File: config.mk
export PLATFORM = sky130hd
export DESIGN_NAME = alu_seq_flat
export DESIGN_NICKNAME = d
export VERILOG_FILES = /design/src/rtl/alu_seq_if.sv /design/src/rtl/alu_seq.sv /design/src/flat_wrapper.sv
export SDC_FILE = /design/constraint.sdc
export NUM_CORES = 1
export LEC_CHECK = 0
export ABC_AREA = 1
export BUFFER_PORTS_ARGS = -buffer_cell sky130_fd_sc_hd__buf_2
export CORE_UTILIZATION = 40
export DETAILED_ROUTE_END_ITERATION = 6
export GPL_TIMING_DRIVEN = 1
export HOLD_SLACK_MARGIN = 0.03
export PLACE_DENSITY = 0.63
export SLEW_MARGIN = 40
export SYNTH_ARGS = -nofsm -noshare
export SYNTH_HDL_FRONTEND = slang
export SYNTH_SLANG_ARGS = --single-unit
File: constraint.sdc
create_clock -name clk -period 3.28 [get_ports clk]
set_input_delay 0 -clock clk [delete_from_list [all_inputs] [get_ports clk]]
set_output_delay 0 -clock clk [all_outputs]
set_load 0.01 [all_outputs]
File: src/rtl/alu_seq_if.sv
// Decode-to-ALU handshake bundle: request operands in, registered result and flags out.
interface alu_seq_if #(
    parameter int W = 16
);
    logic         in_valid;
    logic         in_ready;
    logic [7:0]   Opcode;
    logic [W-1:0] A;
    logic [W-1:0] B;
    logic         out_valid;
    logic [W-1:0] C;
    logic [4:0]   Flags;

    modport master (
        output in_valid, Opcode, A, B,
        input  in_ready, out_valid, C, Flags
    );

    modport slave (
        input  in_valid, Opcode, A, B,
        output in_ready, out_valid, C, Flags
    );
endinterface

File: src/rtl/alu_seq.sv
// Registered W-bit ALU with persistent flags (Flags = {Z,C,F,L,N}).
// Define ALU_SEQ_MUL_EN to add the iterative shift-add multiplier (opcode 0E).
module alu_seq #(
    parameter int W   = 16,
    parameter int SHW = $clog2(W)
) (
    input  logic     clk,
    input  logic     reset,
    alu_seq_if.slave bus
);
    localparam logic [W-1:0] W_VAL = W'(W);

    logic [W-1:0] c_q, c_d;
    logic [4:0]   flags_q, flags_d;
    logic         out_valid_q, out_valid_d;
    logic         accept;

    logic [W-1:0]   res;
    logic           n_f, l_f, ov_f, cy_f, z_f, z_set, is_mul;
    logic           cin_en, s_lt, u_lt, sh_big;
    logic [W:0]     add_full, sub_full;
    logic [SHW-1:0] sh_amt;

`ifdef ALU_SEQ_MUL_EN
    localparam int CW = $clog2(W);
    typedef enum logic {IDLE, MUL} state_e;
    state_e        state_q, state_d;
    logic [CW-1:0] cnt_q, cnt_d;
    logic [W-1:0]  acc_q, acc_d, mplr_q, mplr_d, mcand_q, mcand_d;
    logic [W:0]    mstep;

    assign bus.in_ready = (state_q == IDLE) && !reset;
`else
    assign bus.in_ready = !reset;
`endif

    assign accept        = bus.in_valid && bus.in_ready;
    assign bus.C         = c_q;
    assign bus.Flags     = flags_q;
    assign bus.out_valid = out_valid_q;

    // Single-cycle datapath: evaluated on the live inputs, committed only on accept.
    always_comb begin
        res      = '0;
        n_f      = 1'b0;
        l_f      = 1'b0;
        ov_f     = 1'b0;
        cy_f     = flags_q[3];
        z_f      = 1'b0;
        z_set    = 1'b0;
        is_mul   = 1'b0;
        cin_en   = (bus.Opcode == 8'h07) || (bus.Opcode == 8'h70) ||
                   (bus.Opcode == 8'h04) || (bus.Opcode == 8'h40);
        add_full = {1'b0, bus.A} + {1'b0, bus.B} + {{W{1'b0}}, cin_en & flags_q[3]};
        sub_full = {1'b0, bus.A} - {1'b0, bus.B};
        s_lt     = $signed(bus.A) < $signed(bus.B);
        u_lt     = bus.A < bus.B;
        sh_amt   = bus.B[SHW-1:0];
        sh_big   = bus.B >= W_VAL;

        case (bus.Opcode)
            8'h05, 8'h50, 8'h07, 8'h70: begin
                res  = add_full[W-1:0];
                ov_f = (bus.A[W-1] == bus.B[W-1]) && (res[W-1] != bus.A[W-1]);
            end
            8'h06, 8'h60, 8'h04, 8'h40: begin
                res  = add_full[W-1:0];
                cy_f = add_full[W];
            end
            8'h09, 8'h90: begin
                res  = sub_full[W-1:0];
                cy_f = sub_full[W];
                ov_f = (bus.A[W-1] != bus.B[W-1]) && (res[W-1] != bus.A[W-1]);
                n_f  = s_lt;
                l_f  = u_lt;
            end
            8'h0B, 8'hB0, 8'h08, 8'h0C: begin
                n_f   = s_lt;
                l_f   = u_lt;
                z_f   = bus.A == bus.B;
                z_set = 1'b1;
            end
            8'h01, 8'h10: res = bus.A & bus.B;
            8'h02, 8'h20: res = bus.A | bus.B;
            8'h03, 8'h30: res = bus.A ^ bus.B;
            8'h0F:        res = ~bus.A;
            8'h84, 8'h80, 8'h86, 8'h82: res = sh_big ? '0 : bus.A << sh_amt;
            8'h85, 8'h81:               res = sh_big ? '0 : bus.A >> sh_amt;
            8'h87, 8'h83: res = sh_big ? {W{bus.A[W-1]}} : W'($signed(bus.A) >>> sh_amt);
`ifdef ALU_SEQ_MUL_EN
            8'h0E: is_mul = 1'b1;
`endif
            default: begin
                cy_f  = 1'b0;
                z_set = 1'b1;
            end
        endcase

        if (!z_set) z_f = (res == '0);
    end

    always_comb begin
        c_d         = c_q;
        flags_d     = flags_q;
        out_valid_d = 1'b0;
`ifdef ALU_SEQ_MUL_EN
        state_d = state_q;
        cnt_d   = cnt_q;
        acc_d   = acc_q;
        mplr_d  = mplr_q;
        mcand_d = mcand_q;
        mstep   = {1'b0, acc_q} + (mplr_q[0] ? {1'b0, mcand_q} : '0);
`endif

        if (accept && !is_mul) begin
            c_d         = res;
            flags_d     = {z_f, cy_f, ov_f, l_f, n_f};
            out_valid_d = 1'b1;
        end

`ifdef ALU_SEQ_MUL_EN
        if (accept && is_mul) begin
            state_d = MUL;
            cnt_d   = CW'(W - 1);
            acc_d   = '0;
            mplr_d  = bus.B;
            mcand_d = bus.A;
        end

        // {acc, mplr} shifts right each step; low product bits fill mplr from the top.
        if (state_q == MUL) begin
            acc_d  = mstep[W:1];
            mplr_d = {mstep[0], mplr_q[W-1:1]};
            cnt_d  = cnt_q - 1'b1;
            if (cnt_q == '0) begin
                state_d     = IDLE;
                cnt_d       = '0;
                c_d         = mplr_d;
                flags_d     = {(mplr_d == '0), flags_q[3], |acc_d, 2'b00};
                out_valid_d = 1'b1;
            end
        end
`endif
    end

    always_ff @(posedge clk) begin
        if (reset) begin
            c_q         <= '0;
            flags_q     <= '0;
            out_valid_q <= 1'b0;
`ifdef ALU_SEQ_MUL_EN
            state_q <= IDLE;
            cnt_q   <= '0;
            acc_q   <= '0;
            mplr_q  <= '0;
            mcand_q <= '0;
`endif
        end else begin
            c_q         <= c_d;
            flags_q     <= flags_d;
            out_valid_q <= out_valid_d;
`ifdef ALU_SEQ_MUL_EN
            state_q <= state_d;
            cnt_q   <= cnt_d;
            acc_q   <= acc_d;
            mplr_q  <= mplr_d;
            mcand_q <= mcand_d;
`endif
        end
    end
endmodule

File: src/flat_wrapper.sv
// flat-port wrapper written by rule: the top's interface ports become plain ports
module alu_seq_flat 
#(
    parameter int W   = 16,
    parameter int SHW = $clog2(W)
)
  (clk, reset, bus_in_valid, bus_Opcode, bus_A, bus_B, bus_in_ready, bus_out_valid, bus_C, bus_Flags);
  alu_seq_if #(.W(W)) bus_i ();
  input  logic clk;
  input  logic reset;
  input wire logic [$bits(bus_i.in_valid)-1:0] bus_in_valid;
  input wire logic [$bits(bus_i.Opcode)-1:0] bus_Opcode;
  input wire logic [$bits(bus_i.A)-1:0] bus_A;
  input wire logic [$bits(bus_i.B)-1:0] bus_B;
  output wire logic [$bits(bus_i.in_ready)-1:0] bus_in_ready;
  output wire logic [$bits(bus_i.out_valid)-1:0] bus_out_valid;
  output wire logic [$bits(bus_i.C)-1:0] bus_C;
  output wire logic [$bits(bus_i.Flags)-1:0] bus_Flags;
  assign bus_i.in_valid = bus_in_valid;
  assign bus_i.Opcode = bus_Opcode;
  assign bus_i.A = bus_A;
  assign bus_i.B = bus_B;
  assign bus_in_ready = bus_i.in_ready;
  assign bus_out_valid = bus_i.out_valid;
  assign bus_C = bus_i.C;
  assign bus_Flags = bus_i.Flags;
  alu_seq #(.W(W), .SHW(SHW)) u_core (.clk(clk), .reset(reset), .bus(bus_i));
endmodule
==> impl_results.md <==
* R2R Path Start: u_core.bus.Flags[3]
* Leak at 3.705 nW
* Fin. max-slew vios at 0
* Total wire length at 24.03 mm
* Die width at 123.4 um
* Slowest CP cell: fa_1
* Max_slew headroom at 0.5701
* CTS tree: built
* Routed via count at 7738
* Measured slew at the worst slew-check pin at 0.6380 ns
* Yosys reg bits at 22
* Clk buf depth at 2
* Max Clock Freq at 0.3473 GHz
* Top cells by area, synth: nand2_1 25%, nand3_1 15%, nor2_1 12%
* Peak supply drop at 117.1 uV
* Hold Vio Cnt, Final at 0
* R2R depth at 16
* Setup TNS at 0 ns
* WP buf/inv at 3
* Async SR Flop Fraction at 0
* Hold Path Sink: u_core.bus.Flags[3]
* RSZ-0062 raised after global routing: false
* Mapped cell area at 5896 sq um
* HP Class: input pin to flop
* Initial Util at 0.4072
* Post-CTS setup buffer count at 0
* Worst Setup Path Type: input pin to flop
* Area growth syn-to-layout at 8.977%
* Setup Skew at 0.002331 ns
* Wire per inst at 17.06 um
* Critical Path Fanout Max at 10
* Sequential share of power at 0.224
* Worst EP required at 3.47 ns
* Post-route ant nets at 0
* Post-synth top area share at 0.2521
* Die Height at 123.4 um
* Clock-pin slew on the worst setup and hold paths at 0.06 ns
* Internal power at 0.0006678 W
* Hold depth at 2
* CP peak stage delay at 0.46 ns
* Crit-path cells: buf_2 > nor2_2 > nand2_2 > inv_2 > nand2_1 > o21ai_1 > o21ai_1 > fa_1 > fa_1 > inv_1 > nand3_1 > nand3_2 > nand3_1 > nand3_1 > nand2_1 > nand3_1 > nand4_1 > nor2_1 > nand2_1 > nor2_1 > nand3_1 > a21oi_2
* DRT iter0 DRCs at 903
* Reg2reg end: u_core.bus.Flags[4]
* # DRC at 0
* Total iterations of the first detailed-routing run at 5
* Hold_buf cts at 0
* Syn. warnings at 0
* IO Pins at 66
* Pin count of the biggest net entering global routing at 36
* Max-cap violations at 0
* Htree depth at 1
* Sw Share at 0.4788
* DP HPWL at 19.58 mm
* Synthesized instance count at 1182
* Top cells by count, synth: 396 x nand2_1, 187 x nor2_1, 174 x nand3_1
* Pwr Density at 199.4 nW/um^2
* TritonCTS Sinks at 22
* Setup slack, reg-to-reg at 0.56 ns
* Netlist cell types at 39
* Post-DR vias/cell at 5.496
* Most common cell on crit path: nand3_1
* CTS buffer count at 3
* Rows at 44
* Number of diodes at 0
* Initial antenna violation count at 0
* Critical Path Start Type: input pin
* Clock Latency Late Sink at 0.25 ns
* Clock power share at 0.195
* Layout cells sized above 1 at 0.08824
* Gr ovfl total at 0
* Combinational fraction of design power at 0.581
* Hold_sp: reset
* Final Util at 0.4437
* Cell taking the most area after synthesis: nand2_1
* Worst EP arrival at 3.07 ns
* Status: finished clean
* Die area at 15230 sq um
* First-pass GRT wire length at 36.50 mm
* Seq/Total Area, Yosys at 0.07470
* Fin crit share at 0.8779
* Crit path from: bus_Opcode[5]
* Count leader, synth: nand2_1
* Core area at 14480 sq um
* Final setup viols at 0
* Final estimated routing congestion in global placement at 1.008
* Nets@finish at 1321
* Post-synthesis net count at 1277
* Post-synth EDFFs at 0
* CTS-repair resized insts at 0
* Switch Pwr at 0.0006135 W
* Critical path capture point type: flop
* Fin crit period at 2.880 ns
* CTS Root Cell: clkbuf_16
* Vias in the first global route at 6677
* Avg Synthesized Cell Area at 4.988 sq um
* Crit-path leading delay family: simple AND/OR/NAND/NOR gates
* All-Layer GR Usage at 0.3145
* PortBufs at 65
* Primary FF master, synth: dfxtp_1
==> per-layer routing <==
metal | up-vias | share of wire | global-route usage
met3 | 65 | 0.10 | 0.03736
met5 | - | 0 | 0
met1 | 3394 | 0.43 | 0.4377
met2 | 458 | 0.42 | 0.4895
met4 | 0 | 0.042 | 0.1242
li1 | 3821 | - | -
==> layout by cell type, fill, tap and decap left out, types with 3 or more instances in the layout <==
cell,Yosys,final
nand2_2,7,7
nand4_1,25,25
dfxtp_1,22,22
fa_1,3,3
ha_1,49,49
nand3b_1,3,3
nand2_1,396,396
nand3_1,174,173
inv_1,145,145
buf_2,16,65
o21ai_0,39,38
and2_1,6,6
o211ai_1,7,7
nor3_1,4,4
o21bai_1,5,5
nor2_1,187,187
clkbuf_16,0,3
a21oi_1,35,35
nor2_2,4,4
o21ai_1,5,6
inv_2,7,7
buf_4,4,13
==> power groups by stage <==
stage / Sequential (W) / Combinational, W / Clock (W)
4_1_cts: 0.000287 / 0.000723 / 0.000252
2_1_floorplan: 0.000299 / 0.000489 / 0
3_5_place_dp: 0.000293 / 0.000719 / 0
5_1_grt: 0.000289 / 0.000827 / 0.000265
3_3_place_gp: 0.000293 / 0.000721 / 0
6_report: 0.000287 / 0.000744 / 0.000250
==> registers in the layout, indices dropped and copies added (netlist names) <==
signal,cells
u_core.bus.out_valid,1
u_core.bus.Flags,5
u_core.bus.C,16
==> cell families after synthesis <==
logic type | count (synthesis) | share of synthesized area
and+or+nand+nor | 813 | 0.5804
xor gates and xnor gates | 2 | 0.002972
buffers and inverters | 192 | 0.1320
adders and majority gates | 52 | 0.1142
DFF | 22 | 0.07470
AOI/OAI and AO/OA | 101 | 0.09572
==> through the flow <==
step	cells	total power (W)	worst slack [ns]	hold slack [ns]	cell area (sq um)
2_1_floorplan	1182	0.0007880	0.7486	0.3040	5896
3_3_place_gp	1405	0.001013	0.1514	0.3833	6345
3_5_place_dp	1405	0.001012	0.05132	0.3927	6345
4_1_cts	1408	0.001262	0.2917	0.1347	6420
5_1_grt	1408	0.001380	0.04427	0.1419	6425
6_report	1408	0.001281	0.4003	0.1249	6425
==> area by class of cell <==
type                    count  area, sq um
clock buffers               3        75.07
repair buffers             78        422.9
well taps                 184        230.2
flip-flops and latches     22        440.4
inverters                 153        574.3
fillers                  1687         8054
multi-input cells         968         4682
==> worst register-to-register path, cell delays in order (launching register included) <==
cell and delay [ns]:
dfxtp_1 0.36, o21ai_1 0.14, fa_1 0.46, fa_1 0.41, inv_1 0.11, nand3_1 0.09, nand3_2 0.14, nand3_1 0.11
nand3_1 0.10, nand2_1 0.05, nand3_1 0.07, nand4_1 0.13, nor2_1 0.12, nand2_1 0.06, nor2_1 0.10, nand3_1 0.09
a21oi_2 0.11
==> how the worst max path moves through the flow <==
stage                          end  slack [ns]  cells past startpoint
2_1_floorplan  u_core.bus.Flags[4]        0.75                     22
3_3_place_gp   u_core.bus.Flags[4]        0.15                     22
3_5_place_dp   u_core.bus.Flags[4]        0.05                     22
4_1_cts        u_core.bus.Flags[4]        0.29                     22
5_1_grt        u_core.bus.Flags[4]        0.04                     22
6_report       u_core.bus.Flags[4]        0.40                     22
(Power assumes the default switching activity.)
